===== config.mk =====
export PLATFORM = sky130hd
export DESIGN_NAME = ipsxe_floating_point_square_v1_0
export DESIGN_NICKNAME = d
export VERILOG_FILES = /design/src/rtl/ipsxe_floating_point_pkg.sv /design/src/rtl/ipsxe_floating_point_square_round_v1_0.sv /design/src/rtl/ipsxe_floating_point_square_v1_0.sv
export SDC_FILE = /design/constraint.sdc
export NUM_CORES = 1
export LEC_CHECK = 0
export ABC_AREA = 1
export CORE_MARGIN = 1.5
export CORE_UTILIZATION = 40
export CTS_CLUSTER_SIZE = 8
export DETAILED_ROUTE_END_ITERATION = 12
export PLACE_DENSITY_LB_ADDON = 0.15
export RECOVER_POWER = 25
export REMOVE_ABC_BUFFERS = 1
export SYNTH_ARGS = -nofsm -noshare
export SYNTH_HDL_FRONTEND = slang
export SYNTH_HIERARCHICAL = 1
export SYNTH_SLANG_ARGS = --single-unit

===== constraint.sdc =====
create_clock -name i_clk -period 4.25 [get_ports i_clk]
set_clock_uncertainty 0.15 [all_clocks]
set_input_delay 1.275 -clock i_clk [delete_from_list [all_inputs] [get_ports i_clk]]
set_output_delay 1.275 -clock i_clk [all_outputs]
set_load 0.03 [all_outputs]

===== src/rtl/ipsxe_floating_point_pkg.sv =====
`default_nettype none
// ============================================================================
// Module  : ipsxe_floating_point_pkg
// Purpose : Shared definitions for the iterative floating-point blocks.
//           Holds the FSM state encoding and helpers that derive the
//           exponent bias and the all-ones exponent code from the exponent
//           field width.
// Ports   : none (package)
// Revision: 1.0 - initial release
// ============================================================================
package ipsxe_floating_point_pkg;

  typedef enum logic [1:0] {
    ST_IDLE  = 2'd0,
    ST_MUL   = 2'd1,
    ST_ROUND = 2'd2,
    ST_DONE  = 2'd3
  } state_t;

  // IEEE-754 exponent bias: 2^(E-1) - 1
  function automatic int f_bias(input int exp_size);
    return (1 << (exp_size - 1)) - 1;
  endfunction

  // Reserved exponent code for Inf/NaN: 2^E - 1
  function automatic int f_exp_ones(input int exp_size);
    return (1 << exp_size) - 1;
  endfunction

endpackage
`default_nettype wire


===== src/rtl/ipsxe_floating_point_square_round_v1_0.sv =====
`default_nettype none
// ============================================================================
// Module  : ipsxe_floating_point_square_round_v1_0
// Purpose : Combinational back end of the squarer. Normalises the raw
//           mantissa product, rounds to nearest-even, detects exponent
//           overflow/underflow and substitutes the special-case results.
// Ports   : i_sign      - result sign (x*x, always 0)
//           i_exp/i_man - operand fields (denormals already flushed)
//           i_prod      - {1,man}*{1,man}, 2*(MANTISSA_SIZE+1) bits
//           o_result    - packed IEEE-754 result
//           o_overflow  - finite input saturated to +Inf
//           o_underflow - nonzero finite input flushed to +0
// Revision: 1.0 - initial release
// ============================================================================
module ipsxe_floating_point_square_round_v1_0
  import ipsxe_floating_point_pkg::*;
#(
  parameter int EXPONENT_SIZE = 8,
  parameter int MANTISSA_SIZE = 23
) (
  input  logic                                 i_sign,
  input  logic [EXPONENT_SIZE-1:0]             i_exp,
  input  logic [MANTISSA_SIZE-1:0]             i_man,
  input  logic [2*MANTISSA_SIZE+1:0]           i_prod,
  output logic [EXPONENT_SIZE+MANTISSA_SIZE:0] o_result,
  output logic                                 o_overflow,
  output logic                                 o_underflow
);

  localparam int E = EXPONENT_SIZE;
  localparam int M = MANTISSA_SIZE;
  localparam int P = 2 * (M + 1);
  localparam int C_BIAS_I = f_bias(E);
  localparam int C_ONES_I = f_exp_ones(E);
  localparam logic [E+1:0] C_BIAS = C_BIAS_I[E+1:0];
  localparam logic [E+1:0] C_ONES = C_ONES_I[E+1:0];

  logic         w_norm;
  logic [P-1:0] w_shift;
  logic [M-1:0] w_mant;
  logic         w_guard;
  logic         w_sticky;
  logic         w_up;
  logic [M:0]   w_mant_r;
  logic         w_carry;
  logic [E+1:0] w_exp;
  logic         w_ovf;
  logic         w_unf;

  // Product of two [1,2) values lies in [1,4); when the top bit is set the
  // value is >= 2 and the exponent gains one. Left-aligning the other case
  // puts the hidden one at P-1 for both, and keeps every discarded bit
  // inside the sticky field.
  assign w_norm   = i_prod[P-1];
  assign w_shift  = w_norm ? i_prod : {i_prod[P-2:0], 1'b0};
  assign w_mant   = w_shift[P-2 -: M];
  assign w_guard  = w_shift[P-2-M];
  assign w_sticky = |w_shift[P-3-M:0];

  // Round up above half, or exactly half with an odd LSB.
  assign w_up     = w_guard & (w_sticky | w_mant[0]);
  assign w_mant_r = {1'b0, w_mant} + {{M{1'b0}}, w_up};
  // A carry out only happens from all-ones, so the low bits are already 0.
  assign w_carry  = w_mant_r[M];

  // Signed E+2 bits: 2*e - BIAS + norm + carry
  assign w_exp = {1'b0, i_exp, 1'b0} - C_BIAS
               + {{(E+1){1'b0}}, w_norm} + {{(E+1){1'b0}}, w_carry};
  assign w_ovf = !w_exp[E+1] && (w_exp >= C_ONES);
  assign w_unf = w_exp[E+1] || (w_exp == '0);

  always_comb begin
    o_result    = '0;
    o_overflow  = 1'b0;
    o_underflow = 1'b0;
    if (i_exp == {E{1'b1}}) begin
      if (i_man != '0)
        o_result = {1'b0, {E{1'b1}}, 1'b1, {(M-1){1'b0}}};
      else
        o_result = {1'b0, {E{1'b1}}, {M{1'b0}}};
    end else if (i_exp == '0) begin
      o_result = '0;
    end else if (w_ovf) begin
      o_result   = {i_sign, {E{1'b1}}, {M{1'b0}}};
      o_overflow = 1'b1;
    end else if (w_unf) begin
      o_result    = {i_sign, {(E+M){1'b0}}};
      o_underflow = 1'b1;
    end else begin
      o_result = {i_sign, w_exp[E-1:0], w_mant_r[M-1:0]};
    end
  end

endmodule
`default_nettype wire


===== src/rtl/ipsxe_floating_point_square_v1_0.sv =====
`default_nettype none
// ============================================================================
// Module  : ipsxe_floating_point_square_v1_0
// Purpose : Iterative IEEE-754 squarer (x*x). One multiplier bit is consumed
//           per enabled cycle by a shift-add datapath; the result is rounded
//           to nearest-even. Fixed latency of MANTISSA_SIZE+3 enabled cycles.
// Ports   : i_clk, i_rst_n (sync, active-low), i_aclken (clock enable)
//           i_valid/i_fp    - operand handshake, accepted when o_ready=1
//           o_ready         - idle, can accept an operand
//           o_valid         - one-enabled-cycle pulse qualifying outputs
//           o_result        - x*x
//           o_overflow      - finite input saturated to +Inf
//           o_underflow     - nonzero finite input flushed to +0
// Revision: 1.0 - initial release
// ============================================================================
module ipsxe_floating_point_square_v1_0
  import ipsxe_floating_point_pkg::*;
#(
  parameter int EXPONENT_SIZE = 8,
  parameter int MANTISSA_SIZE = 23
) (
  input  logic                                 i_clk,
  input  logic                                 i_rst_n,
  input  logic                                 i_aclken,
  input  logic                                 i_valid,
  input  logic [EXPONENT_SIZE+MANTISSA_SIZE:0] i_fp,
  output logic                                 o_ready,
  output logic [EXPONENT_SIZE+MANTISSA_SIZE:0] o_result,
  output logic                                 o_valid,
  output logic                                 o_overflow,
  output logic                                 o_underflow
);

  localparam int E     = EXPONENT_SIZE;
  localparam int M     = MANTISSA_SIZE;
  localparam int FW    = 1 + E + M;
  localparam int MW    = M + 1;
  localparam int PW    = 2 * MW;
  localparam int CNT_W = $clog2(MANTISSA_SIZE + 1);
  localparam logic [CNT_W-1:0] C_LAST = CNT_W'(MANTISSA_SIZE);

  state_t          r_state;
  logic [CNT_W-1:0] r_cnt;
  logic            r_sign;
  logic [E-1:0]    r_exp;
  logic [M-1:0]    r_man;
  logic [PW-1:0]   r_mcand;
  logic [MW-1:0]   r_mplr;
  logic [PW-1:0]   r_acc;
  logic [FW-1:0]   r_rnd_result;
  logic            r_rnd_ovf;
  logic            r_rnd_unf;
  logic            r_ready;
  logic            r_valid;
  logic [FW-1:0]   r_result;
  logic            r_ovf;
  logic            r_unf;

  logic [E-1:0]    w_in_exp;
  logic [M-1:0]    w_in_man;
  logic            w_sign;
  logic [FW-1:0]   w_result;
  logic            w_ovf;
  logic            w_unf;

  // Denormals are flushed to zero: exponent 0 forces a zero mantissa.
  assign w_in_exp = i_fp[E+M-1:M];
  assign w_in_man = (w_in_exp == '0) ? '0 : i_fp[M-1:0];
  // Sign of x*x is sx XOR sx, which is always 0.
  assign w_sign   = r_sign ^ r_sign;

  ipsxe_floating_point_square_round_v1_0 #(
    .EXPONENT_SIZE (EXPONENT_SIZE),
    .MANTISSA_SIZE (MANTISSA_SIZE)
  ) u_round (
    .i_sign      (w_sign),
    .i_exp       (r_exp),
    .i_man       (r_man),
    .i_prod      (r_acc),
    .o_result    (w_result),
    .o_overflow  (w_ovf),
    .o_underflow (w_unf)
  );

  always_ff @(posedge i_clk) begin
    if (!i_rst_n) begin
      r_state      <= ST_IDLE;
      r_cnt        <= '0;
      r_sign       <= 1'b0;
      r_exp        <= '0;
      r_man        <= '0;
      r_mcand      <= '0;
      r_mplr       <= '0;
      r_acc        <= '0;
      r_rnd_result <= '0;
      r_rnd_ovf    <= 1'b0;
      r_rnd_unf    <= 1'b0;
      r_ready      <= 1'b1;
      r_valid      <= 1'b0;
      r_result     <= '0;
      r_ovf        <= 1'b0;
      r_unf        <= 1'b0;
    end else if (i_aclken) begin
      // o_valid lasts one enabled cycle; while disabled it simply holds.
      r_valid <= 1'b0;
      case (r_state)
        ST_IDLE: begin
          if (i_valid) begin
            r_sign  <= i_fp[E+M];
            r_exp   <= w_in_exp;
            r_man   <= w_in_man;
            r_mcand <= {{MW{1'b0}}, 1'b1, w_in_man};
            r_mplr  <= {1'b1, w_in_man};
            r_acc   <= '0;
            r_cnt   <= '0;
            r_ready <= 1'b0;
            r_state <= ST_MUL;
          end
        end
        ST_MUL: begin
          // LSB-first shift-add: add the shifted multiplicand for each set
          // multiplier bit.
          if (r_mplr[0])
            r_acc <= r_acc + r_mcand;
          r_mcand <= r_mcand << 1;
          r_mplr  <= r_mplr >> 1;
          if (r_cnt == C_LAST) begin
            r_cnt   <= '0;
            r_state <= ST_ROUND;
          end else begin
            r_cnt <= r_cnt + 1'b1;
          end
        end
        ST_ROUND: begin
          r_rnd_result <= w_result;
          r_rnd_ovf    <= w_ovf;
          r_rnd_unf    <= w_unf;
          r_state      <= ST_DONE;
        end
        ST_DONE: begin
          r_result <= r_rnd_result;
          r_ovf    <= r_rnd_ovf;
          r_unf    <= r_rnd_unf;
          r_valid  <= 1'b1;
          r_ready  <= 1'b1;
          r_state  <= ST_IDLE;
        end
        default: r_state <= ST_IDLE;
      endcase
    end
  end

  assign o_ready     = r_ready;
  assign o_valid     = r_valid;
  assign o_result    = r_result;
  assign o_overflow  = r_ovf;
  assign o_underflow = r_unf;

endmodule
`default_nettype wire


==> impl_metrics.json <==
{
  "synth-main-ff-cell": "dfxtp_1",
  "ios": 72,
  "synth-edff-count": 0,
  "place.gp.congestion": 0.916,
  "dieArea_um2": 36500,
  "fill_cells": 3749,
  "grt_max_degree": 90,
  "power.switching_mw": 1.47,
  "finalPower_mw": 5.39,
  "synthCells": 2324,
  "drv_slew": 135,
  "clkSinkCount": 228,
  "dr.pass1.iters": 6,
  "outcome": "finished with violations",
  "drcViolationCount": 0,
  "cp-start-kind": "input port",
  "fp.dieW_um": 191,
  "via_per_inst": 4.97,
  "pwr-share-comb_pct": 12.2,
  "power_density_nw_per_um2": 333,
  "fin_crit_sh_pct": 90.8,
  "whs_ps": 311,
  "die_height_um": 191,
  "placed_cell_area_um2": 15200,
  "num_rows": 68,
  "portBuffers": 70,
  "ys_ff_latch": 228,
  "synthArstFlopShare_pct": 0,
  "grt_pass1_vias": 13064,
  "antenna_cells": 0,
  "netlist-cell-type-count": 45,
  "post-place-ws_ps": 133,
  "synth_area_um2": 14100,
  "crit_required_ps": 4480,
  "grtUsageTotal_pct": 21.8,
  "cts_made_buffers": 34,
  "yosys.area.top_type_share_pct": 32.3,
  "yosys-top-cells-area": "dfxtp_1 (32%), nand2_1 (18%), a21oi_1 (8.7%)",
  "antenna_left": 0,
  "cts_buffer_depth": 3,
  "yosys.area.top_type": "dfxtp_1",
  "ir_drop_mv": 0.243,
  "critPathArrivalTime_ps": 4090,
  "final_common_cell": "nand2_1",
  "final_cell_mix": "nand2_1 (675), nor2_1 (306), inv_1 (283)",
  "core_area_um2": 34600,
  "setup_ws_ps": 393,
  "drive_above_1_share_pct": 5.35,
  "cp_max_fo": 89,
  "nets": 2465,
  "grt_pass1_wl_um": 65100,
  "cts-root-buf": "clkbuf_16",
  "dp.cells": 2788,
  "final_cell_area_um2": 16200,
  "worst-setup-path-type": "in -> reg",
  "wirelength_um": 39500,
  "cts_htree_levels": 2,
  "start_util_pct": 40.8,
  "p_sw_share_pct": 27.2,
  "grt_overflow_total": 0,
  "seq_power_share_pct": 43.6,
  "vias": 14073,
  "clock.fmax_mhz": 259,
  "p_clk_share_pct": 44.2,
  "antenna_found_initial": 0,
  "end_kind": "flop",
  "max_slew_margin_pct": -32.1,
  "place_hpwl_um": 30000,
  "maxCapViolations": 2,
  "rsz0062_at_grt": "false",
  "hp-class": "reg -> reg",
  "leakagePower_nw": 7.37,
  "layout.cells.non_filler": 2831,
  "violations": "capacitance limit, slew limit",
  "setup_viol": 0,
  "tightest_slew_ps": 1980,
  "clk_pin_slew_ps": 50,
  "route.detailed.wl_per_inst_um": 14.0,
  "drt_iter0_markers": 900,
  "min_period_ps": 3860,
  "cts_tree": "built",
  "yosysSeqAreaShare_pct": 32.3,
  "clk-insertion-delay-late_ps": 520,
  "area_delta_synth_final_pct": 14.5,
  "hold_viol": 0,
  "synth_area_per_cell_um2": 6.08,
  "internal_power_mw": 3.92,
  "ys.warnings.count": 6
}
## metal layers
layer  global-route usage (%)  vias up  wire length [µm]
li1                         -     7467                 -
met1                     29.9     6299             19400
met2                     35.9      251             17700
met3                     2.64       56              1510
met4                     6.09        0               920
met5                        0        -                 0
## kinds of logic (layout without fill, tap and decap cells)
logic type | count (synthesis) | in the layout | synth area share [%]
other cells | 1 | 1 | 0.0265
buf+inv | 383 | 435 | 10.8
simple gates | 1189 | 1189 | 34.6
fa+ha+maj | 56 | 56 | 5.01
compound gates | 456 | 456 | 16.5
xor+xnor | 11 | 11 | 0.682
flops | 228 | 228 | 32.3
## cells in the mapped netlist, types with 2 or more instances
| library cell | number |
|---|---|
| inv_2 | 11 |
| nand3b_1 | 3 |
| nor4_1 | 11 |
| dfxtp_1 | 228 |
| clkinv_1 | 2 |
| a21oi_1 | 246 |
| o21ai_2 | 2 |
| nor2_1 | 307 |
| nor3_1 | 13 |
| nor3_2 | 2 |
| a21o_1 | 3 |
| nor2_4 | 7 |
| nor2_8 | 2 |
| ha_1 | 55 |
| or2_1 | 2 |
| o21ai_0 | 164 |
| buf_1 | 5 |
| nand3_2 | 2 |
| buf_2 | 18 |
| o21bai_1 | 5 |
| clkbuf_1 | 53 |
| o21ai_1 | 27 |
| nor2_2 | 7 |
| nand3_1 | 115 |
| buf_4 | 2 |
| or2_2 | 3 |
| nand2_2 | 14 |
| nand2_1 | 679 |
| buf_6 | 8 |
| nand4_1 | 21 |
| xor2_1 | 11 |
| inv_1 | 283 |
## timing repair
action	4_1_cts	5_1_grt
setup buffers	0	3
resized for setup	0	24
hold buffers	0	0
setup endpoints to repair	0	31
## layout make-up
type / instances / area, µm² / share of cell area (%)
multi-input combinational: 1713 / 8070 / 49.9
sequential: 228 / 4570 / 28.2
inverter: 297 / 1120 / 6.94
timing repair buffer: 98 / 933 / 5.77
clock buffer: 35 / 855 / 5.28
tap: 455 / 569 / 3.52
clock inverter: 4 / 63.8 / 0.394
timing repair inverter: 1 / 6.26 / 0.0387
## flip-flops by register name (all words and copies together) (netlist names)
| signal | cells |
|---|---|
| r_rnd_ovf | 1 |
| r_mcand | 48 |
| o_valid | 1 |
| r_cnt | 5 |
| o_overflow | 1 |
| o_underflow | 1 |
| r_mplr | 24 |
| o_result | 32 |
| r_exp | 8 |
| r_acc | 48 |
| r_rnd_result | 32 |
| r_rnd_unf | 1 |
| r_man | 23 |
| r_state | 2 |
| o_ready | 1 |
## per-stage QoR
step                setup TNS (ps)  util (%)
finish                           0      46.7
global route                     0      46.7
CTS                              0      46.6
detailed placement               0      43.9
global placement                 0      43.9
floorplan                    -1190         -
## power groups by stage
| stage | registers [mW] | logic [mW] | clock network [mW] |
|---|---|---|---|
| floorplan | 2.38 | 0.409 | 0 |
| global placement | 2.39 | 0.651 | 0 |
| detailed placement | 2.39 | 0.656 | 0 |
| CTS | 2.35 | 0.660 | 2.45 |
| global route | 2.36 | 0.746 | 2.54 |
| finish | 2.35 | 0.657 | 2.38 |
## worst max-delay path, cell delays in order
cell,delay (ps)
clkbuf_2,980
inv_2,10
clkbuf_2,970
a2111oi_1,740
## path summary, 6_finish.rpt
kind	from	to	slack, ps	depth (start not counted)
worst max-delay path	i_rst_n	r_cnt[2]	390	4
worst min-delay path	o_valid	o_valid	310	2
worst max register to register	r_acc[47]	r_rnd_result[20]	420	26
worst min register to register	o_valid	o_valid	310	2
No activity file was read; power rests on OpenSTA's default activity.
